File: config.mk
export PLATFORM = sky130hd
export DESIGN_NAME = divider_arbiter
export DESIGN_NICKNAME = d
export VERILOG_FILES = /design/src/rtl/divider_arbiter.sv
export SDC_FILE = /design/constraint.sdc
export NUM_CORES = 1
export LEC_CHECK = 0
export BUFFER_PORTS_ARGS = -buffer_cell sky130_fd_sc_hd__buf_4
export CAP_MARGIN = 20
export CORE_AREA = 2 2 181 183
export CTS_CLUSTER_DIAMETER = 120
export DETAILED_ROUTE_END_ITERATION = 10
export DIE_AREA = 0 0 183 185
export GPL_TIMING_DRIVEN = 0
export SYNTH_ARGS = -nofsm -noshare
export SYNTH_HDL_FRONTEND = slang
export SYNTH_SLANG_ARGS = --single-unit
File: constraint.sdc
create_clock -name clk -period 5.5 [get_ports clk]
set_input_delay 0.55 -clock clk [delete_from_list [all_inputs] [get_ports clk]]
set_output_delay 0.55 -clock clk [all_outputs]
set_load 0.02 [all_outputs]
File: src/rtl/divider_arbiter.sv
// divider_arbiter: round-robin front end that shares one divider among NUM_REQ
// requesters. Accepts one operand pair at a time, drives the divider's
// start/operand inputs, and returns the result tagged with the requester id.
// Optional feature: define DIVIDER_ARB_TIMEOUT_EN to add a BUSY-state timeout
// (parameter TIMEOUT_CYCLES) that completes with resp_error=1 and zero results.
module divider_arbiter #(
  parameter int WIDTH   = 32,
  parameter int NUM_REQ = 4,
  parameter int ID_W    = 2
`ifdef DIVIDER_ARB_TIMEOUT_EN
  ,
  parameter int TIMEOUT_CYCLES = 1024
`endif
) (
  input  logic                     clk,
  input  logic                     reset,
  input  logic [NUM_REQ-1:0]       req_valid,
  output logic [NUM_REQ-1:0]       req_ready,
  input  logic [NUM_REQ*WIDTH-1:0] req_dividend,
  input  logic [NUM_REQ*WIDTH-1:0] req_divisor,
  output logic                     resp_valid,
  input  logic                     resp_ready,
  output logic [ID_W-1:0]          resp_id,
  output logic [WIDTH-1:0]         resp_quotient,
  output logic [WIDTH-1:0]         resp_remainder,
  output logic                     resp_error,
  output logic [WIDTH-1:0]         div_dividend,
  output logic [WIDTH-1:0]         div_divisor,
  output logic                     div_start,
  input  logic [WIDTH-1:0]         div_quotient,
  input  logic [WIDTH-1:0]         div_remainder,
  input  logic                     div_error,
  input  logic                     div_done
);

  typedef enum logic [1:0] {
    IDLE,
    START,
    BUSY,
    RESP
  } state_t;

  state_t          state;
  logic [ID_W-1:0] rr_ptr;      // first index searched for the next grant
  logic [ID_W-1:0] cur_id;      // requester currently being served
  logic [ID_W-1:0] grant_id;
  logic            grant_found;
  logic [ID_W:0]   search_idx;  // one spare bit so rr_ptr + i cannot overflow

`ifdef DIVIDER_ARB_TIMEOUT_EN
  localparam int TW = $clog2(TIMEOUT_CYCLES + 1);
  logic [TW-1:0] timer;
`endif

  // Round-robin search: first valid requester at or above rr_ptr, wrapping.
  always_comb begin
    // NOTE: every variable gets a default before any conditional assignment so no latch is inferred.
    grant_found = 1'b0;
    grant_id    = '0;
    search_idx  = '0;
    for (int i = 0; i < NUM_REQ; i++) begin
      search_idx = {1'b0, rr_ptr} + (ID_W + 1)'(i);
      if (search_idx >= (ID_W + 1)'(NUM_REQ)) begin
        search_idx = search_idx - (ID_W + 1)'(NUM_REQ);
      end
      if (!grant_found && |(req_valid & (NUM_REQ'(1) << search_idx))) begin
        grant_found = 1'b1;
        grant_id    = search_idx[ID_W-1:0];
      end
    end
  end

  // One-hot ready toward the granted requester, only while idle and out of reset.
  always_comb begin
    req_ready = '0;
    if (state == IDLE && grant_found && !reset) begin
      req_ready = NUM_REQ'(1) << grant_id;
    end
  end

  // Control FSM with registered divider-side and response-side outputs.
  // NOTE: sequential state uses non-blocking assignments so every register samples pre-edge values.
  always_ff @(posedge clk or posedge reset) begin
    if (reset) begin
      // NOTE: every register here is a plain flop (no memory array), so all of them take the reset value.
      state          <= IDLE;
      rr_ptr         <= '0;
      cur_id         <= '0;
      div_dividend   <= '0;
      div_divisor    <= '0;
      div_start      <= 1'b0;
      resp_valid     <= 1'b0;
      resp_id        <= '0;
      resp_quotient  <= '0;
      resp_remainder <= '0;
      resp_error     <= 1'b0;
`ifdef DIVIDER_ARB_TIMEOUT_EN
      timer          <= '0;
`endif
    end else begin
      case (state)
        IDLE: begin
          if (grant_found) begin
            cur_id       <= grant_id;
            div_dividend <= req_dividend[int'(grant_id)*WIDTH +: WIDTH];
            div_divisor  <= req_divisor[int'(grant_id)*WIDTH +: WIDTH];
            div_start    <= 1'b1;
            state        <= START;
          end
        end
        START: begin
          // div_done is not looked at here; the divider only just saw start.
          div_start <= 1'b0;
          state     <= BUSY;
`ifdef DIVIDER_ARB_TIMEOUT_EN
          timer     <= '0;
`endif
        end
        BUSY: begin
          if (div_done) begin
            resp_quotient  <= div_quotient;
            resp_remainder <= div_remainder;
            resp_error     <= div_error;
            resp_id        <= cur_id;
            resp_valid     <= 1'b1;
            state          <= RESP;
          end
`ifdef DIVIDER_ARB_TIMEOUT_EN
          else if (timer == TW'(TIMEOUT_CYCLES - 1)) begin
            // Give up on the divider; the next div_start restarts it.
            resp_quotient  <= '0;
            resp_remainder <= '0;
            resp_error     <= 1'b1;
            resp_id        <= cur_id;
            resp_valid     <= 1'b1;
            state          <= RESP;
          end else begin
            timer <= timer + 1'b1;
          end
`endif
        end
        RESP: begin
          if (resp_ready) begin
            resp_valid <= 1'b0;
            rr_ptr     <= (cur_id == ID_W'(NUM_REQ - 1)) ? '0 : cur_id + 1'b1;
            state      <= IDLE;
          end
        end
        default: state <= IDLE;
      endcase
    end
  end

endmodule
* Word level (Yosys, flattened, before mapping)
Index checks and enable logic that the tools add are counted.
** Word-level totals
- Flip-flop bits (word level) :: 139
- Bits in latches :: 0
- Bits in writable memories :: 0
- Bits in read-only memories :: 0
- Input bits :: 329
- Output and inout port bits :: 137
- Word-level logic and storage cells :: 86
- Memories kept :: 0
** Operators by class
- Add/sub/neg operators :: 8
- Multiply operators :: 0
- Divide/modulo/power cells :: 0
- Order comparisons :: 4
- Equality and inequality tests :: 7
- Shift-type cells :: 7
- Mux-type cells :: 23
- Bitwise operators :: 4
- Reductions and logical operators :: 22
** Operator list (count)
- $shiftx A128 B8 Y32 :: 2
- $and A4 B4 Y4 :: 4
- $mux W2 :: 8
- $reduce_or A4 Y1 :: 4
- $shl A1 B3 Y4 const A :: 4
- $mux W3 :: 4
- $ge A3 B3 Y1 const B :: 3
- $sub A3 B3 Y3 const B :: 3
- $pmux W2 S4 :: 1
- $reduce_and A2 Y1 :: 4
- $mux W1 :: 7
- $add A2 B2 Y3 const B :: 2
- $eq A2 B2 Y1 const B :: 3
- $ne A2 B2 Y1 const B :: 3
- $reduce_and A3 Y1 :: 2
- $logic_and A1 B1 Y1 :: 5
- $logic_not A1 Y1 :: 4
- $mux W4 :: 1
- $pmux W1 S2 :: 2
- $reduce_bool A2 Y1 :: 2
- $shl A1 B2 Y4 const A :: 1
- $add A2 B1 Y3 const B :: 1
- $ge A2 B3 Y1 const B :: 1
- $sub A2 B3 Y3 const B :: 1
- other kinds (3) :: 3

* Logic depth before layout (Yosys ltp)
Gate-level depths: netlist of the first run.
- Depth after elaboration :: 18
- Depth in mapped cells :: 16

* Worst setup path before layout of the first run
No wires, ideal clock.
- Path kind :: input-to-output
- Start point :: input reset
- End point :: output req_ready[3]
- Arrival time :: 4.255 ns
- Data required time :: 4.950 ns
- Setup slack :: 0.695 ns
- Cell stages on the path :: 3
- Path buffers :: 0
- Cells stage by stage :: inv_1 -> nand2_1 -> nor3_1
** On the way
- Word-level cells in the longest chain between the ends :: 3
** Ends and longest elaborated chain
- start, declared :: RTL line 16 : input logic reset,
- $logic_not A1 Y1 (no source line)
- $logic_and A1 B1 Y1 :: RTL line 76 : if (state == IDLE && grant_found && !reset) begin
- $mux W4 :: RTL line 76
- end, declared :: RTL line 18 : output logic [NUM_REQ-1:0] req_ready,
Every way passes these cells.

* Final worst setup path of the first run
- Start point :: register rr_ptr[0]
- End point :: output req_ready[0]
** On the way
- Word-level cells in the longest chain between the ends :: 18
** Ends and longest elaborated chain
- start, declared :: RTL line 44 : logic [ID_W-1:0] rr_ptr;
- start signal, assigned :: RTL line 145 : rr_ptr <= (cur_id == ID_W'(NUM_REQ - 1)) ? '0 : cur_id + 1'b1;
- branches (longest 17 deep; another with $add A2 B1 Y3)
- $mux W4 (*) :: RTL line 76
Every way passes the cells marked *.

==> run_results.csv, run 1 <==
group,metric,value,unit
die,initial_core_util,0.3108,
global_routing,grt_remaining_overflow,0,
global_routing,antenna_found_initial,3,
die,fp.dieW,183,um
power_and_ir_drop,power_frac_seq,0.181,
timing,worstMarginPinSlew,924.2,ps
global_routing,grt_max_degree,95,
die,core_area,32040,sq um
clock_tree,clock_latency,440,ps
setup_path,required,4950,ps
setup_path,worst_setup_path_start_kind,"register",
synth,synth.yosys.seq_area_share,0.3492,
run,max_cap_violations,0,
route,wl_per_cell,23.17,um
setup_path,cp_max_fo,19,
clock_tree,cts_tree,"yes",
synth,synth-seq-cells,139,
synth,yosysTopAreaCell,"dfrtp_1",
timing,fmax,196.0,MHz
clock_tree,clk_path_buf_depth,2,
placed_design,portBuffers,465,
setup_path,critical_path.cell_chain,"clkbuf_1 > clkbuf_2 > clkbuf_4 > inv_1 > ha_1 > a22oi_1 > nand2_1 > a31oi_1 > o31a_1 > buf_2 > buf_2 > nand2_1 > nor3_1 > buf_4",
route,vias,11430,
synth,syn-num-nets,1457,
die,rows,66,
global_routing,grt.total_usage,0.2666,
cells_and_area,fin_nets,1941,
cells_and_area,drive_gt1_frac,0.3632,
synth,synth_flop_cell,"dfrtp_1",
power_and_ir_drop,power.switching,5.510,mW
synth,synth.avg_cell_area,8.900,sq um
timing,slew_viol_final,0,
setup_path,worstPathArrival,4550,ps
run_status,status,"complete, no violations",
route,wl,46910,um
timing,rsz0062_at_grt,"no",
timing,hold_viol,0,
power_and_ir_drop,p_clk_frac,0.114,
power_and_ir_drop,power_density,710.2,nW/um^2
power_and_ir_drop,max-vdd-ir-drop,0.0002583,V
timing,layout_min_cycle_time,5101,ps
timing,worst_hold_slack,174.1,ps
timing,slew_headroom,0.3838,
clock_tree,cts-root-buf,"clkbuf_16",
setup_path,max_stage_delay,420,ps
setup_path,crit_path_end_kind,"output port",
route,firstDrtPassIters,5,
setup_path,r2r-start,"rr_ptr[0]",
route,vias_per_cell,5.643,
synth,yosys_warnings,0,
cells_and_area,syn_to_final_growth,46.52,%
synth,yosys-top-cells-count,"dfrtp_1, nor2_1, clkbuf_1",
synth,synth_top_area_share,0.3492,
setup_path,critPathKind,"reg -> out",
route,drt_iter0_drc,825,
global_routing,grt_pass1_vias,11300,
synth,synth.most_common_cell,"dfrtp_1",
synth,synth_cell_types,44,
synth,yosys-top-cells-area,"dfrtp_1, mux2i_1, mux2_2",
route,drtAntennaViolNets,0,
timing,clock_skew,13.17,ps
clock_tree,numClockSinks,139,
placed_design,place_congestion,0.9161,
setup_path,cp_num_buf_inv,7,
die,floorplan.die_area,33860,sq um
die,pin_count,466,
synth,async_reset_ff_frac,1.000,
placed_design,dp_hpwl,36000,um
placed_design,pre_cts_slack,-310.7,ps
setup_path,cp_slowest_cell,"dfrtp_1",
synth,synth-edff-count,0,
global_routing,grt_pass1_wl,68740,um
power_and_ir_drop,p_int,4.854,mW
clock_tree,numCtsBuffers,17,
setup_path,cpLargestDelayFamily,"buffers and inverters",
clock_tree,clkTransAtPathRegs,70,ps
synth,syn_inst,1119,
timing,setup_slack,398.5,ps
clock_tree,cts_max_level,4,
power_and_ir_drop,swShare,0.5316,
power_and_ir_drop,p_total,10.36,mW
setup_path,cp-startpoint,"rr_ptr[0]",
power_and_ir_drop,leakagePower,6.295,nW
power_and_ir_drop,power_frac_comb,0.704,
timing,finalCritPeriodShare,0.9275,
clock_tree,ctsHoldBuffers,0,
timing,setup_viol,0,
synth,synth_area,9960,sq um
die,die_h,185,um
min_path,hp-class,"in -> async",
route,remaining_drc_errors,0,
==> what timing repair did <==
action,CTS,global route
gates cloned,0,0
setup endpoints to repair,14,2
gates resized for setup,5,2
setup buffers,0,0
==> final timing paths <==
kind / slack [ps] / endpoint / cells past startpoint
setup / recovery: 400 / req_ready[0] / 14
hold / removal: 170 / div_divisor[29] / 2
setup reg to reg: 1020 / div_divisor[26] / 13
hold reg to reg: 510 / resp_quotient[16] / 1
max in group asynchronous: 4460 / cur_id[0] / 3
min in group clk: 350 / resp_quotient[5] / 2
==> layer usage <==
metal	vias up	wire (um)	track usage
met1	5544	19510	0.3336
met5	-	27	0
met2	562	23190	0.4680
li1	5266	-	-
met4	4	825	0.06912
met3	52	3365	0.05446
==> placed cells by master, fill, tap and decap left out, types with 2 or more instances in the layout <==
master and instances:
buf_1 2, mux2_2 68, inv_6 4, inv_1 6
dfrtp_1 139, clkbuf_1 112, o2111ai_1 48, nand2_1 13
a22oi_1 6, a22o_1 4, o21ai_0 4, ha_1 9
a31oi_1 50, mux2i_1 112, nand4_1 48, and3_1 16
buf_2 10, a211oi_1 64, clkbuf_16 17, or3_1 49
a21oi_1 51, nor3_1 2, a211o_1 2, clkinvlp_4 4
inv_8 4, and2_1 2, nor2b_1 2, nand3b_1 48
buf_4 468, a2111oi_0 16, nand3_1 98, nor2_1 115
==> layout make-up <==
| class | count | area [sq um] |
|---|---|---|
| sequential | 139 | 3478 |
| clock inverter | 15 | 161.4 |
| multi-input combinational | 842 | 5941 |
| inverter | 7 | 31.28 |
| tap | 408 | 510.5 |
| clock buffer | 17 | 425.4 |
| timing repair buffer | 466 | 3518 |
| antenna | 1 | 2.502 |
| buffer | 130 | 524.3 |
| fill | 3202 | 17450 |
==> stage by stage <==
stage | setup TNS, ps | utilization | std cells | instance area (sq um)
after floorplan | 0 | - | 1119 | 9960
after global placement | -143660 | 0.4357 | 1992 | 13960
after detailed placement | -863.4 | 0.4367 | 1993 | 13990
after CTS | 0 | 0.4550 | 2024 | 14580
after global routing | 0 | 0.4554 | 2024 | 14590
final | 0 | 0.4554 | 2025 | 14590
==> power by group through the flow <==
stage | Sequential [mW] | Combinational [mW] | Clock [mW]
6_report | 1.88 | 7.30 | 1.19
5_1_grt | 1.93 | 7.87 | 1.25
4_1_cts | 1.88 | 7.26 | 1.20
3_5_place_dp | 1.89 | 7.25 | 0
3_3_place_gp | 1.87 | 7.16 | 0
2_1_floorplan | 2.45 | 3.91 | 0
==> sequential cells by signal, indices dropped and copies added, names as in the netlist <==
signal / flops
div_divisor: 32
cur_id: 2
resp_id: 2
resp_error: 1
rr_ptr: 2
resp_valid: 1
resp_remainder: 32
resp_quotient: 32
div_start: 1
state: 2
div_dividend: 32
==> cells by family after synthesis <==
kind of cell | count (synthesis) | share of synthesized area
buffers and inverters | 138 | 0.05515
AND/OR/NAND/NOR | 398 | 0.2119
AO/OA/AOI/OAI | 255 | 0.1829
multiplexers | 180 | 0.1894
flip-flops | 139 | 0.3492
adder cells (fa/ha/maj) | 9 | 0.01131
Power figures use the tool's default switching activity.
==> run 2: changes to the inputs <==
clock period = 6.4 ns   (was 5.5 ns; I/O delays follow)
==> run_results.csv, run 2 (synthesis results as in run 1) <==
group,metric,value,unit
setup_path,worstPathArrival,5280,ps
clock_tree,clk_path_buf_depth,2,
timing,layout_min_cycle_time,5916,ps
power_and_ir_drop,p_int,4.170,mW
setup_path,required,5760,ps
placed_design,dpl_cell_area,13990,sq um
timing,worstMarginPinSlew,917.8,ps
power_and_ir_drop,leakagePower,6.294,nW
run_status,status,"complete, no violations",
cells_and_area,final_common_cell,"buf_4",
timing,slew_headroom,0.3881,
timing,slew_viol_final,0,
global_routing,antenna_found_initial,1,
placed_design,dp_hpwl,36000,um
setup_path,cp_max_fo,10,
die,floorplan.die_area,33860,sq um
clock_tree,numClockSinks,139,
route,vias,11540,
timing,setup_viol,0,
route,drtAntennaViolNets,0,
power_and_ir_drop,power_frac_seq,0.181,
run,max_cap_violations,0,
timing,hold_viol,0,
timing,setup_tns,0,ps
timing,worst_hold_slack,265.5,ps
power_and_ir_drop,swShare,0.5312,
min_path,hp-class,"in -> async",
setup_path,worst_setup_path_start_kind,"register",
cells_and_area,drive_gt1_frac,0.3630,
global_routing,grt_pass1_wl,68860,um
route,wl,46900,um
cells_and_area,nFillCells,3202,
clock_tree,cts_tree,"yes",
timing,clock_skew,11.46,ps
clock_tree,post_cts.repair.setup_buffers,0,
clock_tree,cts-root-buf,"clkbuf_16",
die,pin_count,466,
placed_design,portBuffers,465,
setup_path,crit_path_end_kind,"output port",
die,fp.dieW,183,um
clock_tree,cts_max_level,4,
die,rows,66,
route,remaining_drc_errors,0,
global_routing,grt_max_degree,95,
cells_and_area,fin_util,0.4554,
power_and_ir_drop,power_density,609.6,nW/um^2
route,firstDrtPassIters,5,
timing,rsz0062_at_grt,"no",
setup_path,critPathKind,"reg -> out",
clock_tree,clkTransAtPathRegs,60,ps
global_routing,grt_remaining_overflow,0,
die,die_h,185,um
power_and_ir_drop,p_clk_frac,0.114,
global_routing,grt.total_usage,0.2670,
timing,fmax,169.0,MHz
power_and_ir_drop,power_frac_comb,0.704,
cells_and_area,final_area,14590,sq um
placed_design,place_congestion,0.9161,
global_routing,grt_pass1_vias,11300,
cells_and_area,fin_nets,1942,
cells_and_area,syn_to_final_growth,46.51,%
power_and_ir_drop,max-vdd-ir-drop,0.0002247,V
placed_design,pre_cts_slack,499.3,ps
route,vias_per_cell,5.693,
timing,setup_slack,483.8,ps
cells_and_area,layout_common_cells,"buf_4, dfrtp_1, nor2_1, clkbuf_1, mux2i_1",
power_and_ir_drop,power.switching,4.725,mW
clock_tree,numCtsBuffers,17,
clock_tree,clock_latency,430,ps
die,core_area,32040,sq um
route,wl_per_cell,23.15,um
timing,finalCritPeriodShare,0.9244,
route,drt_iter0_drc,896,
die,initial_core_util,0.3108,
-- run 2: power groups by stage --
stage               registers [mW]  logic [mW]  clock network (mW)
floorplan                     2.10        3.36                   0
global placement              1.61        6.15                   0
detailed placement            1.62        6.23                   0
global route                  1.66        6.76                1.07
finish                        1.61        6.27                1.02
CTS                           1.61        6.25                1.03
-- run 2: layer usage --
layer	global-route usage	up-vias	wire, um
li1	-	5274	-
met1	0.3351	5597	19300
met2	0.4697	608	23220
met3	0.05250	54	3538
met4	0.06752	2	831
met5	0	-	13
-- run 2: cell type report --
cell class / instances / area, sq um / area share
diodes: 1 / 2.502 / 0.0001715
well taps: 408 / 510.5 / 0.03499
inverters: 7 / 31.28 / 0.002144
plain buffers: 131 / 531.8 / 0.03644
repair buffers: 466 / 3518 / 0.2411
flip-flops and latches: 139 / 3478 / 0.2384
clock inverters: 15 / 161.4 / 0.01106
clock buffers: 17 / 425.4 / 0.02915
multi-input cells: 842 / 5932 / 0.4065
-- run 2: critical path, stage by stage (launching register included) --
cell and delay [ps]:
dfrtp_1 410, clkbuf_1 270, clkbuf_2 350, clkdlybuf4s15_2 520, clkbuf_1 480, inv_1 180, ha_1 290, a22oi_1 320
nand2_1 250, nor4_2 540, nor2b_1 90, clkbuf_1 320, clkbuf_1 400, nand2_1 210, nor2_1 60, buf_4 150
-- run 2: what timing repair did --
item / CTS / global route
cloned: 0 / 0
pin swaps: 0 / 0
hold buffers: 0 / 0
resized for setup: 2 / 2
setup endpoints to repair: 1 / 2
-- run 2: metrics by stage --
stage,instances,total power [mW]
floorplan,1119,5.461
global placement,1992,7.764
detailed placement,1993,7.854
CTS,2025,8.892
global route,2025,9.492
finish,2026,8.895
-- run 2: worst paths after layout --
| kind | start | endpoint | slack (ps) | cells after the start |
|---|---|---|---|---|
| worst max-delay path | rr_ptr[0] | req_ready[1] | 480 | 15 |
| worst min-delay path | reset | div_dividend[11] | 270 | 2 |
| worst max register to register | rr_ptr[0] | div_dividend[6] | 1320 | 15 |
| worst min register to register | resp_quotient[1] | resp_quotient[1] | 510 | 1 |
| max in group asynchronous | reset | cur_id[0] | 5250 | 3 |
| min in group clk | div_quotient[5] | resp_quotient[5] | 440 | 2 |
==> run 3: changes to the inputs <==
ABC_AREA = 1   (was not set)
CORE_AREA = 2 2 183 185   (was 2 2 181 183)
DIE_AREA = 0 0 185 187   (was 0 0 183 185)
==> run_results.csv, run 3 <==
group,metric,value,unit
synth,yosys_warnings,0,
timing,clock_skew,9.411,ps
global_routing,grt_max_degree,88,
power_and_ir_drop,power.switching,5.114,mW
timing,hold_viol,0,
setup_path,cp_num_buf_inv,4,
run,max_cap_violations,0,
route,vias,9855,
synth,synth_area,8474,sq um
power_and_ir_drop,power_density,712.8,nW/um^2
cells_and_area,final_area,13130,sq um
synth,syn_inst,1162,
placed_design,portBuffers,465,
cells_and_area,fin_nets,1985,
timing,fmax,263.0,MHz
synth,synth_cell_types,24,
synth,syn-num-nets,1500,
setup_path,crit_path_frequent_cell,"nand2_1",
placed_design,place_congestion,0.9607,
global_routing,antenna_found_initial,1,
route,drt_iter0_drc,578,
run_status,status,"complete, no violations",
route,wl_per_cell,19.23,um
timing,rsz0062_at_grt,"no",
timing,setup_viol,0,
setup_path,crit_path_end_kind,"output port",
setup_path,worst_setup_path_start_kind,"register",
setup_path,critPathKind,"reg -> out",
clock_tree,cts-root-buf,"clkbuf_16",
min_path,hp-class,"in -> async",
clock_tree,clock_latency,430,ps
power_and_ir_drop,p_clk_frac,0.107,
clock_tree,cts_resized,0,
die,initial_core_util,0.2579,
route,vias_per_cell,4.673,
synth,synth.yosys.seq_area_share,0.4105,
clock_tree,numClockSinks,139,
clock_tree,clk_path_buf_depth,2,
setup_path,max_stage_delay,400,ps
global_routing,grt.total_usage,0.2328,
power_and_ir_drop,max-vdd-ir-drop,0.0002507,V
setup_path,cpLargestDelayFamily,"simple AND/OR/NAND/NOR gates",
clock_tree,numCtsBuffers,17,
synth,synth_flop_cell,"dfrtp_1",
cells_and_area,final_common_cell,"nand2_1",
setup_path,required,5760,ps
cells_and_area,syn_to_final_growth,54.97,%
timing,slew_viol_final,0,
clock_tree,post_cts.repair.setup_buffers,0,
synth,yosys-top-cells-area,"dfrtp_1, nand2_1, nand4_1",
timing,finalCritPeriodShare,0.5942,
cells_and_area,nFillCells,3492,
route,remaining_drc_errors,0,
clock_tree,cts_tree,"yes",
setup_path,regToRegSetupSlack,3460,ps
synth,yosys-top-cells-count,"nand2_1, dfrtp_1, nand4_1",
global_routing,grt_pass1_wl,59990,um
power_and_ir_drop,p_int,4.247,mW
die,core_area,32860,sq um
cells_and_area,drive_gt1_frac,0.3892,
die,die_h,187,um
power_and_ir_drop,p_total,9.361,mW
route,drtAntennaViolNets,0,
synth,synth_top_area_share,0.4105,
timing,worstMarginPinSlew,629.2,ps
setup_path,cp_max_fo,10,
die,rows,67,
placed_design,dpl_cell_area,12560,sq um
synth,yosysTopAreaCell,"dfrtp_1",
power_and_ir_drop,leakagePower,7.315,nW
setup_path,worstPathArrival,3160,ps
setup_path,critical_path.cell_chain,"inv_1 > ha_1 > nand2_1 > nand2_1 > nor2_2 > nand2_1 > nor2_2 > nand2_2 > nand2_1 > inv_1 > buf_2 > nand2_1 > nor3_1 > buf_4",
die,pin_count,466,
die,fp.dieW,185,um
route,firstDrtPassIters,5,
setup_path,cp_slowest_cell,"dfrtp_1",
synth,synth.most_common_cell,"nand2_1",
placed_design,dp_hpwl,31720,um
die,floorplan.die_area,34600,sq um
clock_tree,ctsHoldBuffers,0,
clock_tree,clkTransAtPathRegs,70,ps
synth,synth-edff-count,0,
power_and_ir_drop,power_frac_seq,0.168,
cells_and_area,layout_common_cells,"nand2_1, buf_4, dfrtp_1, nand4_1, mux2_2",
timing,slew_headroom,0.5806,
route,wl,40550,um
synth,synth.avg_cell_area,7.293,sq um
power_and_ir_drop,power_frac_comb,0.725,
power_and_ir_drop,swShare,0.5463,
global_routing,grt_remaining_overflow,0,
timing,layout_min_cycle_time,3803,ps
global_routing,grt_pass1_vias,9562,
clock_tree,cts_max_level,4,
synth,synth-seq-cells,139,
synth,async_reset_ff_frac,1.000,
-- run 3: cell families (layout without fill, tap and decap cells) --
logic type | after synthesis | after routing | synth area share
AOI/OAI and AO/OA | 12 | 12 | 0.007973
and+or+nand+nor | 829 | 829 | 0.4097
buffers and inverters | 106 | 604 | 0.06954
DFF | 139 | 139 | 0.4105
muxes | 67 | 67 | 0.08903
other | 0 | 1 | 0
adders and majority gates | 9 | 9 | 0.01329
-- run 3: routing by layer --
layer / share of wire / vias up / track usage
met5: 0 / - / 0
met4: 0.024 / 0 / 0.06502
met3: 0.050 / 46 / 0.03914
met2: 0.48 / 327 / 0.3853
met1: 0.44 / 4738 / 0.3123
li1: - / 4744 / -
-- run 3: final cells by class --
class / instances / area [sq um] / area share
diodes: 1 / 2.502 / 0.0001905
flip-flops and latches: 139 / 3478 / 0.2649
repair buffers: 466 / 3518 / 0.2679
clock buffers: 17 / 425.4 / 0.03239
inverters: 15 / 61.31 / 0.004668
multi-input cells: 917 / 4407 / 0.3356
plain buffers: 91 / 533.0 / 0.04059
clock inverters: 15 / 146.4 / 0.01115
well taps: 448 / 560.5 / 0.04268
-- run 3: power by group through the flow --
stage | combinational [mW] | clock [mW] | sequential [mW]
after global placement | 6.80 | 0 | 1.56
after detailed placement | 6.82 | 0 | 1.58
after CTS | 6.84 | 1.03 | 1.57
final | 6.79 | 1.00 | 1.57
after floorplan | 3.85 | 0 | 2.04
after global routing | 7.53 | 1.07 | 1.62
-- run 3: stage by stage --
step,worst slack [ps],hold slack (ps),utilization,instances,TNS [ps]
after floorplan,1142,474.4,-,1162,0
after global placement,-538.5,465.2,0.3812,2075,-9576
after detailed placement,2978,465.8,0.3822,2076,0
after CTS,2482,256.9,0.3996,2108,0
after global routing,2231,278.4,0.3996,2109,0
final,2597,254.8,0.3996,2109,0
-- run 3: final timing paths --
kind                                       start                end  depth (start not counted)
worst min register to register   div_dividend[3]    div_dividend[3]                          2
worst max register to register         rr_ptr[1]    div_dividend[8]                         14
min in group clk                div_remainder[0]  resp_remainder[0]                          2
worst min-delay path                       reset   div_dividend[11]                          2
max in group asynchronous                  reset    div_divisor[24]                          3
worst max-delay path                   rr_ptr[1]       req_ready[2]                         14
